<file path="src/rtl/rr_bus_arbiter.sv">
// N-way round-robin bus arbiter with registered one-hot grant and per-master bus lock.
// Define BUS_ARB_HOLD_LIMIT_EN to bound how long a lock can hold the bus while others wait.
module rr_bus_arbiter #(
    parameter int N        = 4,
    parameter int IDW      = $clog2(N),
    parameter int HOLD_MAX = 16
) (
    input  logic           clk,
    input  logic           reset,
    input  logic [N-1:0]   req,
    input  logic [N-1:0]   lock,
    output logic [N-1:0]   grant,
    output logic [IDW-1:0] grant_id,
    output logic           grant_valid,
    output logic           hold_timeout
);

    if (N < 2 || N > 16 || HOLD_MAX < 1) begin : g_bad_params
        $error("rr_bus_arbiter: illegal parameter value");
    end

    typedef enum logic {
        IDLE  = 1'b0,
        OWNED = 1'b1
    } state_t;

    state_t         state, state_n;
    logic [N-1:0]   grant_n;
    logic [IDW-1:0] grant_id_n;
    logic [IDW-1:0] ptr, ptr_n;
    logic [IDW-1:0] win_id;
    logic           win_found;
    logic           keep_raw;
    logic           keep;

    always_comb begin
        keep_raw = (state == OWNED) && req[grant_id] && lock[grant_id];
    end

    // First requester found scanning upward from ptr, wrapping mod N.
    always_comb begin
        int unsigned idx;
        win_found = 1'b0;
        win_id    = '0;
        idx       = 0;
        for (int unsigned i = 0; i < N; i++) begin
            idx = (32'(ptr) + i) % N;
            if (!win_found && req[idx]) begin
                win_found = 1'b1;
                win_id    = IDW'(idx);
            end
        end
    end

`ifdef BUS_ARB_HOLD_LIMIT_EN
    localparam int CW = (HOLD_MAX > 1) ? $clog2(HOLD_MAX) : 1;
    localparam logic [CW-1:0] CNT_LAST = CW'(HOLD_MAX - 1);

    logic [CW-1:0] hold_cnt;
    logic          force_break;

    // A lock expires only when someone else is waiting; otherwise the counter saturates.
    always_comb begin
        force_break = keep_raw && (hold_cnt == CNT_LAST) && (|(req & ~grant));
        keep        = keep_raw && !force_break;
    end

    always_ff @(posedge clk or posedge reset) begin
        if (reset) begin
            hold_cnt     <= '0;
            hold_timeout <= 1'b0;
        end else begin
            hold_timeout <= force_break;
            if (keep) begin
                if (hold_cnt != CNT_LAST)
                    hold_cnt <= hold_cnt + CW'(1);
            end else begin
                hold_cnt <= '0;
            end
        end
    end
`else
    always_comb begin
        keep         = keep_raw;
        hold_timeout = 1'b0;
    end
`endif

    always_comb begin
        state_n    = state;
        grant_n    = grant;
        grant_id_n = grant_id;
        ptr_n      = ptr;
        if (keep) begin
            state_n = OWNED;
        end else if (win_found) begin
            state_n          = OWNED;
            grant_n          = '0;
            grant_n[win_id]  = 1'b1;
            grant_id_n       = win_id;
            ptr_n            = (win_id == IDW'(N - 1)) ? '0 : win_id + IDW'(1);
        end else begin
            state_n    = IDLE;
            grant_n    = '0;
            grant_id_n = '0;
        end
    end

    always_ff @(posedge clk or posedge reset) begin
        if (reset) begin
            state    <= IDLE;
            grant    <= '0;
            grant_id <= '0;
            ptr      <= '0;
        end else begin
            state    <= state_n;
            grant    <= grant_n;
            grant_id <= grant_id_n;
            ptr      <= ptr_n;
        end
    end

    always_comb begin
        grant_valid = (state == OWNED);
    end

endmodule

</file>
<file path="config.mk">
export PLATFORM = sky130hd
export DESIGN_NAME = rr_bus_arbiter
export DESIGN_NICKNAME = d
export VERILOG_FILES = /design/src/rtl/rr_bus_arbiter.sv
export SDC_FILE = /design/constraint.sdc
export NUM_CORES = 1
export LEC_CHECK = 0
export BUFFER_PORTS_ARGS = -buffer_cell sky130_fd_sc_hd__buf_4
export CORE_UTILIZATION = 41
export CTS_CLUSTER_SIZE = 25
export DETAILED_ROUTE_END_ITERATION = 16
export PLACE_DENSITY = 0.7
export SYNTH_ARGS = -nofsm -noshare
export SYNTH_HDL_FRONTEND = slang
export SYNTH_SLANG_ARGS = --single-unit
</file>
<file path="constraint.sdc">
create_clock -name clk -period 4.3 [get_ports clk]
set_input_delay 0.43 -clock clk [delete_from_list [all_inputs] [get_ports clk]]
set_output_delay 0.43 -clock clk [all_outputs]
set_load 0.05 [all_outputs]
</file>
# Yosys cells after proc, flatten, opt, wreduce, memory -nomap -nowiden
# Index checks and enable logic that the tools add are counted.
# W data, S select, Z words.
[word_totals] ff_bits=9 input_bits=10 wordCells=54
[classes] mux=27 addsub=4 n_eq_ne=1 n_bitwise=1 order_cmp=7 n_reduce_logical=10
[op_table] op="$lt A2 B3 Y1 const B" n=6
[op_table] op="$mux W1" n=13
[op_table] op="$bmux W1 S2" n=6
[op_table] op="$mux W2" n=6
[op_table] op="$logic_and A1 B1 Y1" n=6
[op_table] op="$add A2 B1 Y2 const B" n=2
[op_table] op="$add A2 B2 Y2 const B" n=2
[op_table] op="$mux W4" n=1
[op_table] op="$logic_not A1 Y1" n=3
[op_table] op="$demux W1 S2" n=1
[op_table] op="$eq A2 B2 Y1 const B" n=1
[op_table] op="$ge A2 B1 Y1 const B" n=1
[op_table] op="$reduce_and A2 Y1" n=1
[op_table] op="$not A1 Y1" n=1

# Depth between registers and ports, before layout
# Gate-level depths: netlist of run 1.
[depth] depth_word=17 depth_mapped=7 ltp_nobuf=7

# Worst setup path after synthesis of run 1
# No wires, ideal clock.
[synth_path] kind="flip-flop to flip-flop" startpoint="reg grant_id[0]" endpoint="reg grant_id[1]" t_arrival_ns=1.860 path_slack_ns=2.315 stages_incl_launch_ff=6 setup_time_ns=0.125 synth_period_minus_slack_ns=1.985 cell_sequence="dfrtp_1 > and2b_2 > a221oi_4 > and2_4 > buf_6 > mux2_4"
[synth_via] elab_chain_len=4 elab_cells_between_ends=6
[synth_rtl] element="start, declared" line="13" rtl="output logic [IDW-1:0] grant_id,"
[synth_rtl] element="start signal, assigned" line="118" rtl="grant_id <= grant_id_n;"
[synth_rtl] element="$bmux W1 S2" line="37" rtl="keep_raw = (state == OWNED) && req[grant_id] && lock[grant_id];"
[synth_rtl] element="$mux W1 (not written as such)" line="37"
[synth_rtl] element="$logic_and A1 B1 Y1" line="37"
[synth_rtl] element="$logic_and A1 B1 Y1 *" line="37"
# Every way passes the cells marked *; elsewhere a longest branch is shown, timed or not. The select of a mux whose other input is x is not followed.
# A chain may end at the register's enable or synchronous reset.

# Final worst setup path of run 1
[layout_path] startpoint="reg grant_id[0]" endpoint="reg ptr[1]"
[layout_via] elab_chain_len=6 elab_cells_between_ends=8
[layout_rtl] element="$bmux W1 S2" line="37"
[layout_rtl] element="$mux W1 (not written as such)" line="37"
[layout_rtl] element="$logic_and A1 B1 Y1" line="37"
[layout_rtl] element="$logic_and A1 B1 Y1 *" line="37"
[layout_rtl] element="$not A1 Y1 (no line) *"
[layout_rtl] element="$reduce_and A2 Y1 (no line) *"
[layout_rtl] element="end signal, assigned" line="119" rtl="ptr <= ptr_n;"
[layout_rtl] element="end, declared" line="30" rtl="logic [IDW-1:0] ptr, ptr_n;"
# Marked as above.

==> results of run 1 <==
==> registers in the layout, indices dropped and copies added, names as in the netlist <==
register / count
grant: 4
ptr: 2
grant_id: 2
grant_valid: 1
==> routing by layer <==
layer	global-route usage [%]	vias to the layer above	routed length, µm
li1	-	244	-
met2	25.4	8	494
met3	8.52	2	54
met4	5.17	0	9
met5	0	-	0
met1	23.3	221	481
==> where the power goes <==
part           internal, mW  total (mW)  switching [mW]
Combinational         0.125       0.309           0.185
Sequential            0.120       0.148          0.0284
Clock                0.0356      0.0629          0.0273
==> worst max-delay path, delay by kind of cell, from the launching register on <==
kind             cells  cell delay (ns)
AO/OA/AOI/OAI        2             0.69
multiplexers         1             0.37
AND/OR/NAND/NOR      1             0.20
flip-flops           1             0.42
==> worst paths after layout <==
kind | endpoint | from | cells after the start
min in group clk | grant[2] | grant[2] | 2
max reg2reg | ptr[1] | grant_id[0] | 4
max in group asynchronous | ptr[0] | reset | 2
min reg2reg | grant[2] | grant[2] | 2
min | grant_id[0] | reset | 2
max | ptr[1] | grant_id[0] | 4
==> layout make-up <==
class	instances	area (µm²)
flip-flops and latches	9	225
inverters	7	26.3
fillers	126	579
repair buffers	16	120
multi-input cells	43	305
clock buffers	4	26.3
well taps	15	18.8
==> cell usage in the layout (no fill, tap or decap), drive strengths merged <==
cell type,n
buf,16
dfrtp,9
nand2,7
inv,7
o21ai,6
nand3,5
a21oi,4
ha,4
clkbuf,4
nor2,2
nand2b,2
and2,2
mux2,2
and3b,1
a311o,1
and2b,1
a221oi,1
a21boi,1
a22o,1
a211oi,1
o22a,1
conb,1
==> kinds of logic after synthesis <==
family	synth area share [%]
adders and majority gates	8.70
muxes	4.56
buffers and inverters	7.83
AOI/OAI and AO/OA	20.9
DFF	39.1
other	0.652
and+or+nand+nor	18.3
==> stage by stage <==
| stage | worst slack (ns) | hold slack (ns) | instances | util, % |
|---|---|---|---|---|
| floorplan | 2.32 | 0.258 | 61 | - |
| global placement | 2.43 | 0.412 | 90 | 53.5 |
| finish | 2.51 | 0.131 | 94 | 55.5 |
| global route | 2.42 | 0.156 | 94 | 55.5 |
| detailed placement | 2.39 | 0.414 | 90 | 53.5 |
| CTS | 2.52 | 0.135 | 94 | 55.5 |
==> flow_summary.json, run 1 <==
{
  "io_pins": 18,
  "max_stage_delay_ns": 0.42,
  "synthCells": 61,
  "areaGrowthSynthToFinish_pct": 25.4,
  "finalCritPeriodShare_pct": 41.7,
  "grt_max_degree": 10,
  "cp.arrival_ns": 1.93,
  "post_drt_via_cell_ratio": 5.05,
  "drv_slew": 0,
  "wl_per_cell_um": 11.1,
  "cp_cell_sequence": "and3b_1 -> a311o_1 -> a21boi_0 -> mux2_2",
  "postPlaceCellArea_um2": 696,
  "drv_cap": 0,
  "synth_top_area_share_pct": 39.1,
  "num_rows": 13,
  "grt.total_usage_pct": 17.8,
  "clock_skew_ns": 0.00232,
  "core_area_um2": 1300,
  "slowest_stage": "dfrtp_1",
  "start_kind": "flip-flop",
  "yosysUniqueCellTypes": 24,
  "fmax_mhz": 558,
  "clkSinkCount": 9,
  "ys.flop_type": "dfrtp_1",
  "ys_async_sr_fraction_pct": 100,
  "num_vias": 475,
  "syn_area_per_cell_um2": 9.44,
  "yosysSeqAreaShare_pct": 39.1,
  "worst_setup_path_end_kind": "flip-flop",
  "required_ns": 4.44,
  "clk_latency_ns": 0.26,
  "htree_num_levels": 1,
  "dr.pass1.iters": 3,
  "netlist_top_cells_area": "dfrtp_1 (39%), ha_1 (8.7%), o21ai_0 (5.2%)",
  "dieArea_um2": 1560,
  "syn-num-nets": 75,
  "post_cts_resized": 0,
  "synth_common_cells": "dfrtp_1 (9), inv_1 (7), nand2_1 (7)",
  "grt_first_pass_wirelength_mm": 1.80,
  "grt_pass1_vias": 421,
  "overflow": 0,
  "netlist_area_um2": 576,
  "yosysTopAreaCell": "dfrtp_1",
  "reg2reg_slack_ns": 2.51,
  "die_x_um": 39.5,
  "drc": 0,
  "setup_violations": 0,
  "finalHoldViolations": 0,
  "cts_tree": "built",
  "fin_nets": 94,
  "status": "finished, final reports clean",
  "io_buffers": 16,
  "totalWireLength_mm": 1.04,
  "p_per_area_nw_per_um2": 721,
  "cts_made_buffers": 3,
  "fin_crit_ns": 1.79,
  "n_antenna_cell": 0,
  "setup_tns_ns": 0,
  "clk_pin_slew_worst_paths_ns": 0.06,
  "path_class": "reg -> reg",
  "fp.dieH_um": 39.5,
  "drtAntennaViolNets": 0,
  "max-vdd-ir-drop_mv": 0.289,
  "ctsHoldBuffers": 0,
  "synth.most_common_cell": "dfrtp_1",
  "min-delay-path-class": "in -> async",
  "power_leakage_nw": 0.370,
  "drtIter0Drc": 6,
  "synth-seq-cells": 9,
  "power_mw": 0.520,
  "synth-edff-count": 0,
  "fin_area_um2": 722,
  "drive_gt1_share_pct": 32.9,
  "clockBufferDepth": 2,
  "post-cts-setup-buffer-count": 0,
  "clockRootBuffer": "clkbuf_4",
  "antenna_found_initial": 0,
  "rsz0062_at_grt": "false",
  "gp_congestion": 0.736,
  "worst-path-max-fanout": 7,
  "start_util_pct": 44.2,
  "synth_warnings": 0,
  "dp_hpwl_um": 834
}
Power figures use the tool's default switching activity.
==> run 2, diff against run 1 <==
ABC_AREA = 1   (was not set)
PLACE_DENSITY = 0.68   (was 0.7)
clock period = 1.85 ns   (was 4.3 ns; I/O delays follow)
==> flow_summary.json, run 2 <==
{
  "postPlaceCellArea_um2": 885,
  "synth_common_cells": "nand2_1 (52), inv_1 (13), dfrtp_1 (9), nand3_1 (9), nand2_2 (6)",
  "syn_area_per_cell_um2": 6.77,
  "clk_latency_ns": 0.26,
  "ys.flop_type": "dfrtp_1",
  "n_antenna_cell": 0,
  "finalHoldViolations": 0,
  "dieArea_um2": 1970,
  "fin_nets": 153,
  "yosysSeqAreaShare_pct": 30.5,
  "drv_slew": 0,
  "drive_gt1_share_pct": 45.7,
  "cp.arrival_ns": 2.02,
  "dp_hpwl_mm": 1.23,
  "regToRegStartpoint": "ptr[0]",
  "ff2ff_path_depth": 12,
  "syn-num-nets": 123,
  "min-delay-path-class": "in -> async",
  "start_kind": "flip-flop",
  "num_rows": 14,
  "top_register": "grant",
  "yosysTopAreaCell": "dfrtp_1",
  "drtAntennaViolNets": 0,
  "finalCritPeriodShare_pct": 101,
  "ys_async_sr_fraction_pct": 100,
  "synth_mux_area_share_pct": 0,
  "hold_ws_ns": 0.450,
  "synthCells": 109,
  "synth_fa_ha_area_share_pct": 6.78,
  "start_util_pct": 46.3,
  "gp_congestion": 0.882,
  "worst-path-max-fanout": 7,
  "fin_area_um2": 1090,
  "required_ns": 2.01,
  "clockBufferDepth": 2,
  "fp.dieH_um": 44.4,
  "r2r-end": "ptr[1]",
  "worst_setup_path_end_kind": "flip-flop",
  "post_drt_via_cell_ratio": 4.71,
  "largest_reg_flops": 4,
  "fill_cells": 127,
  "synth_top_family_by_area": "simple AND/OR/NAND/NOR gates",
  "areaGrowthSynthToFinish_pct": 47.5,
  "setup_violations": 1,
  "final_cell_mix": "nand2_1 (43), buf_4 (23), inv_1 (11)",
  "grt.total_usage_pct": 18.8,
  "drv_cap": 0,
  "synth_warnings": 0,
  "routed.top_layer": "met4",
  "path_class": "reg -> reg",
  "synth_compound_area_share_pct": 2.88,
  "grt_pass1_vias": 646,
  "drtIter0Drc": 19,
  "final_common_cell": "nand2_1",
  "dr_wl_met3_um": 45,
  "htree_num_levels": 1,
  "final_util_pct": 68.3,
  "wl_per_cell_um": 11.6,
  "io_buffers": 16,
  "core_area_um2": 1590,
  "cp_cell_sequence": "clkinv_4 -> nand2_1 -> nand2_2 -> nand2_2 -> nand2_4 -> nor2_8 -> nand4_1 -> nand2_2 -> inv_2 -> ha_4 -> nand2_1 -> o21ai_1",
  "drc": 0,
  "final.setup.worst_slack_ns": -0.00999,
  "dr.pass1.iters": 4,
  "multi_input_area_um2": 522,
  "synth_simple_gate_area_share_pct": 48.0,
  "yosysUniqueCellTypes": 20,
  "synth_top_area_share_pct": 30.5,
  "die_x_um": 44.4,
  "rsz0062_at_grt": "true",
  "slowest_stage": "dfrtp_2",
  "reg2reg_slack_ns": -0.01,
  "cts_made_buffers": 3,
  "seq_area_um2": 228,
  "wl_met2_um": 951,
  "synth-seq-cells": 9,
  "fin_crit_ns": 1.86,
  "synth-edff-count": 0,
  "clk_pin_slew_worst_paths_ns": 0.07,
  "fmax_mhz": 538,
  "num_vias": 763,
  "clockRootBuffer": "clkbuf_4",
  "io_pins": 18,
  "clkSinkCount": 9,
  "netlist_area_um2": 738,
  "synthXorXnorAreaFrac_pct": 0,
  "critPathMostFrequentCell": "nand2_2",
  "grt_first_pass_wirelength_mm": 2.76,
  "largestRegisters": "grant: 4 flops, grant_id: 2 flops, ptr: 2 flops",
  "drt-met1-wl_um": 862,
  "synth.most_common_cell": "nand2_1",
  "netlist_top_cells_area": "dfrtp_1 (31%), nand2_1 (26%), ha_1 (6.8%)",
  "totalWireLength_mm": 1.88,
  "overflow": 0,
  "post-place-ws_ns": -0.0580,
  "max_stage_delay_ns": 0.46,
  "grt_max_degree": 10,
  "antenna_found_initial": 0,
  "status": "finished, violations left",
  "cts_tree": "built",
  "violations": "negative setup slack",
  "clock_skew_ns": 0.00512
}
-- run 2: changes by cell type in the layout (fill, tap and decap cells not counted), sizes merged, moves of 3 or more --
cell,previous run,this run
nand3,5,11
o21ai,6,2
buf,16,26
inv,7,15
a21oi,4,1
nand2,7,60
-- run 2: kinds of logic (layout without fill, tap and decap cells) --
| family | count (synthesis) | count (layout) |
|---|---|---|
| simple gates | 73 | 73 |
| buf+inv | 18 | 47 |
| flops | 9 | 9 |
| fa+ha+maj | 4 | 4 |
| compound gates | 4 | 4 |
| other cells | 1 | 1 |
-- run 2: worst max-delay path by stage --
stage / from / to / slack [ns] / depth (start not counted)
finish: ptr[0] / ptr[1] / -0.01 / 12
global route: ptr[0] / ptr[1] / -0.12 / 11
CTS: ptr[0] / ptr[1] / 0.01 / 12
detailed placement: ptr[0] / ptr[1] / -0.06 / 11
global placement: ptr[0] / ptr[1] / 0.03 / 10
floorplan: ptr[0] / ptr[1] / 0.17 / 12
-- run 2: metrics by stage --
stage	std cells	setup TNS, ns
final	162	-0.00999
after global routing	162	-0.387
after CTS	156	0
after detailed placement	149	-0.0580
after global placement	149	0
after floorplan	109	0
-- run 2: final cells by class --
type                    count  share of cell area (%)
clock buffers               3                    2.07
clock inverters             1                   0.460
inverters                  16                    5.98
multi-input cells          82                    47.9
flip-flops and latches      9                    20.9
well taps                  24                    2.76
repair buffers             27                    19.9
-- run 2: worst max-delay path, delay by kind of cell, from the launching register on --
family | cells | cell delay [ns]
flip-flops | 1 | 0.46
buffers and inverters | 2 | 0.18
adder cells (fa/ha/maj) | 1 | 0.23
AO/OA/AOI/OAI | 1 | 0.05
AND/OR/NAND/NOR | 8 | 0.84
-- run 2: metal layers --
| metal | vias up | GRT usage, % |
|---|---|---|
| li1 | 391 | - |
| met1 | 352 | 28.0 |
| met2 | 18 | 27.4 |
| met3 | 2 | 2.45 |
| met4 | 0 | 7.27 |
| met5 | - | 0 |
-- run 2: timing repair --
action	CTS	global route
hold buffers	1	0
buffers inserted	2	6
pin swaps	2	10
hold endpoints to repair	9	0
resized for setup	4	26
setup endpoints to repair	1	5
Power of run 2 is not shown: default switching activity piles up to over one toggle a cycle in this logic, so the estimate is an artifact.
==> run 3, diff against run 2 <==
CORE_MARGIN = 1.5   (was not set)
==> flow_summary.json, run 3 (synthesized netlist as in run 2, its figures left out) <==
{
  "drv_cap": 0,
  "start_util_pct": 43.2,
  "max_stage_delay_ns": 0.47,
  "final_cell_mix": "nand2_1 (47), buf_4 (20), inv_1 (10)",
  "num_rows": 15,
  "min-delay-path-class": "in -> async",
  "setup_violations": 0,
  "drtIter0Drc": 15,
  "final_util_pct": 59.9,
  "cts_made_buffers": 3,
  "clockRootBuffer": "clkbuf_4",
  "timing.critical_path.buf_inv": 3,
  "grt_max_degree": 10,
  "gp_congestion": 0.810,
  "post_drt_via_cell_ratio": 4.61,
  "fmax_mhz": 550,
  "areaGrowthSynthToFinish_pct": 38.6,
  "critPathMostFrequentCell": "nand2_1",
  "antenna_found_initial": 0,
  "grt.total_usage_pct": 18.0,
  "worst-path-max-fanout": 7,
  "worst_setup_path_end_kind": "flip-flop",
  "n_antenna_cell": 0,
  "clk_latency_ns": 0.26,
  "dr.pass1.iters": 4,
  "wl_per_cell_um": 11.6,
  "clk_pin_slew_worst_paths_ns": 0.06,
  "grt_first_pass_wirelength_mm": 2.67,
  "dieArea_um2": 2060,
  "dp_hpwl_mm": 1.23,
  "slowest_stage": "dfrtp_2",
  "path_class": "reg -> reg",
  "core_area_um2": 1710,
  "status": "finished, final reports clean",
  "fin_crit_ns": 1.82,
  "io_pins": 18,
  "clock_skew_ns": 0.00187,
  "htree_num_levels": 1,
  "num_vias": 733,
  "required_ns": 2.00,
  "regToRegStartpoint": "ptr[0]",
  "reg2reg_slack_ns": 0.03,
  "top_register": "grant",
  "cp.arrival_ns": 1.97,
  "finalCritPeriodShare_pct": 98.3,
  "r2r-end": "ptr[1]",
  "cpLargestDelayFamily": "simple AND/OR/NAND/NOR gates",
  "cts_tree": "built",
  "totalWireLength_mm": 1.84,
  "clockBufferDepth": 2,
  "drtAntennaViolNets": 0,
  "drc": 0,
  "fill_cells": 148,
  "io_buffers": 16,
  "overflow": 0,
  "fp.dieH_um": 45.4,
  "finalHoldViolations": 0,
  "final_common_cell": "nand2_1",
  "start_kind": "flip-flop",
  "grt_pass1_vias": 637,
  "largestRegisters": "grant: 4 flops, grant_id: 2 flops, ptr: 2 flops",
  "drive_gt1_share_pct": 38.1,
  "rsz0062_at_grt": "true",
  "ff2ff_path_depth": 12,
  "fin_nets": 149,
  "clkSinkCount": 9,
  "largest_reg_flops": 4,
  "cp_cell_sequence": "inv_6 -> nand2_1 -> nand3_1 -> nand2_2 -> inv_2 -> nand2_1 -> nand2_1 -> nand3_4 -> inv_2 -> ha_4 -> nand2_1 -> o21ai_1",
  "drv_slew": 0,
  "die_x_um": 45.4
}
## run 3: cell count changes in the layout (fill, tap and decap cells not counted), moves of 3 or more
cell | previous run | this run
nand2_2 | 10 | 7
nand3_1 | 4 | 7
buf_4 | 23 | 20
nand3_2 | 5 | 2
nand2_1 | 43 | 47
## run 3: worst max path at each step
stage                         to    from  depth (start not counted)
after floorplan           ptr[1]  ptr[0]                         12
after global placement    ptr[1]  ptr[0]                         12
after detailed placement  ptr[1]  ptr[0]                         10
after CTS                 ptr[1]  ptr[0]                         12
after global routing      ptr[1]  ptr[0]                         12
final                     ptr[1]  ptr[0]                         12
## run 3: cell type report
type                    count  area (µm²)  area share [%]
clock buffers               4        26.3            2.57
well taps                  25        31.3            3.06
inverters                  16        65.1            6.36
multi-input cells          82         492            48.0
repair buffers             23         183            17.8
flip-flops and latches      9         226            22.1
## run 3: repair_timing
action | in CTS | in global routing
endpoints found under the setup margin | 1 | 5
setup buffers | 0 | 5
pin swaps | 0 | 10
hold endpoints to repair | 9 | 0
gates resized for setup | 1 | 20
hold buffers | 1 | 0
## run 3: stage by stage
stage          std cells  setup TNS (ns)  setup slack [ns]  area, µm²  hold slack [ns]
2_1_floorplan        109               0             0.168        738           0.0129
3_3_place_gp         149               0           0.00818        878            0.171
3_5_place_dp         149         -0.0232           -0.0232        878            0.177
4_1_cts              154               0           0.00301        916            0.443
5_1_grt              159         -0.0853           -0.0699       1020            0.471
6_report             159               0            0.0316       1020            0.448
## run 3: layer usage
layer | vias up | global-route usage (%) | wire, µm
met5 | - | 0 | 0
met4 | 0 | 3.53 | 0
met1 | 333 | 24.3 | 820
met2 | 22 | 28.2 | 944
met3 | 0 | 5.95 | 71
li1 | 378 | - | -
## run 3: worst reg2reg max path: cells and delay by family, from the launching register on
kind / cells / cell delay, ns
adder cells (fa/ha/maj): 1 / 0.20
AO/OA/AOI/OAI: 1 / 0.07
buffers and inverters: 3 / 0.29
flip-flops: 1 / 0.47
AND/OR/NAND/NOR: 7 / 0.67
Power of run 3 is left out for the same reason.
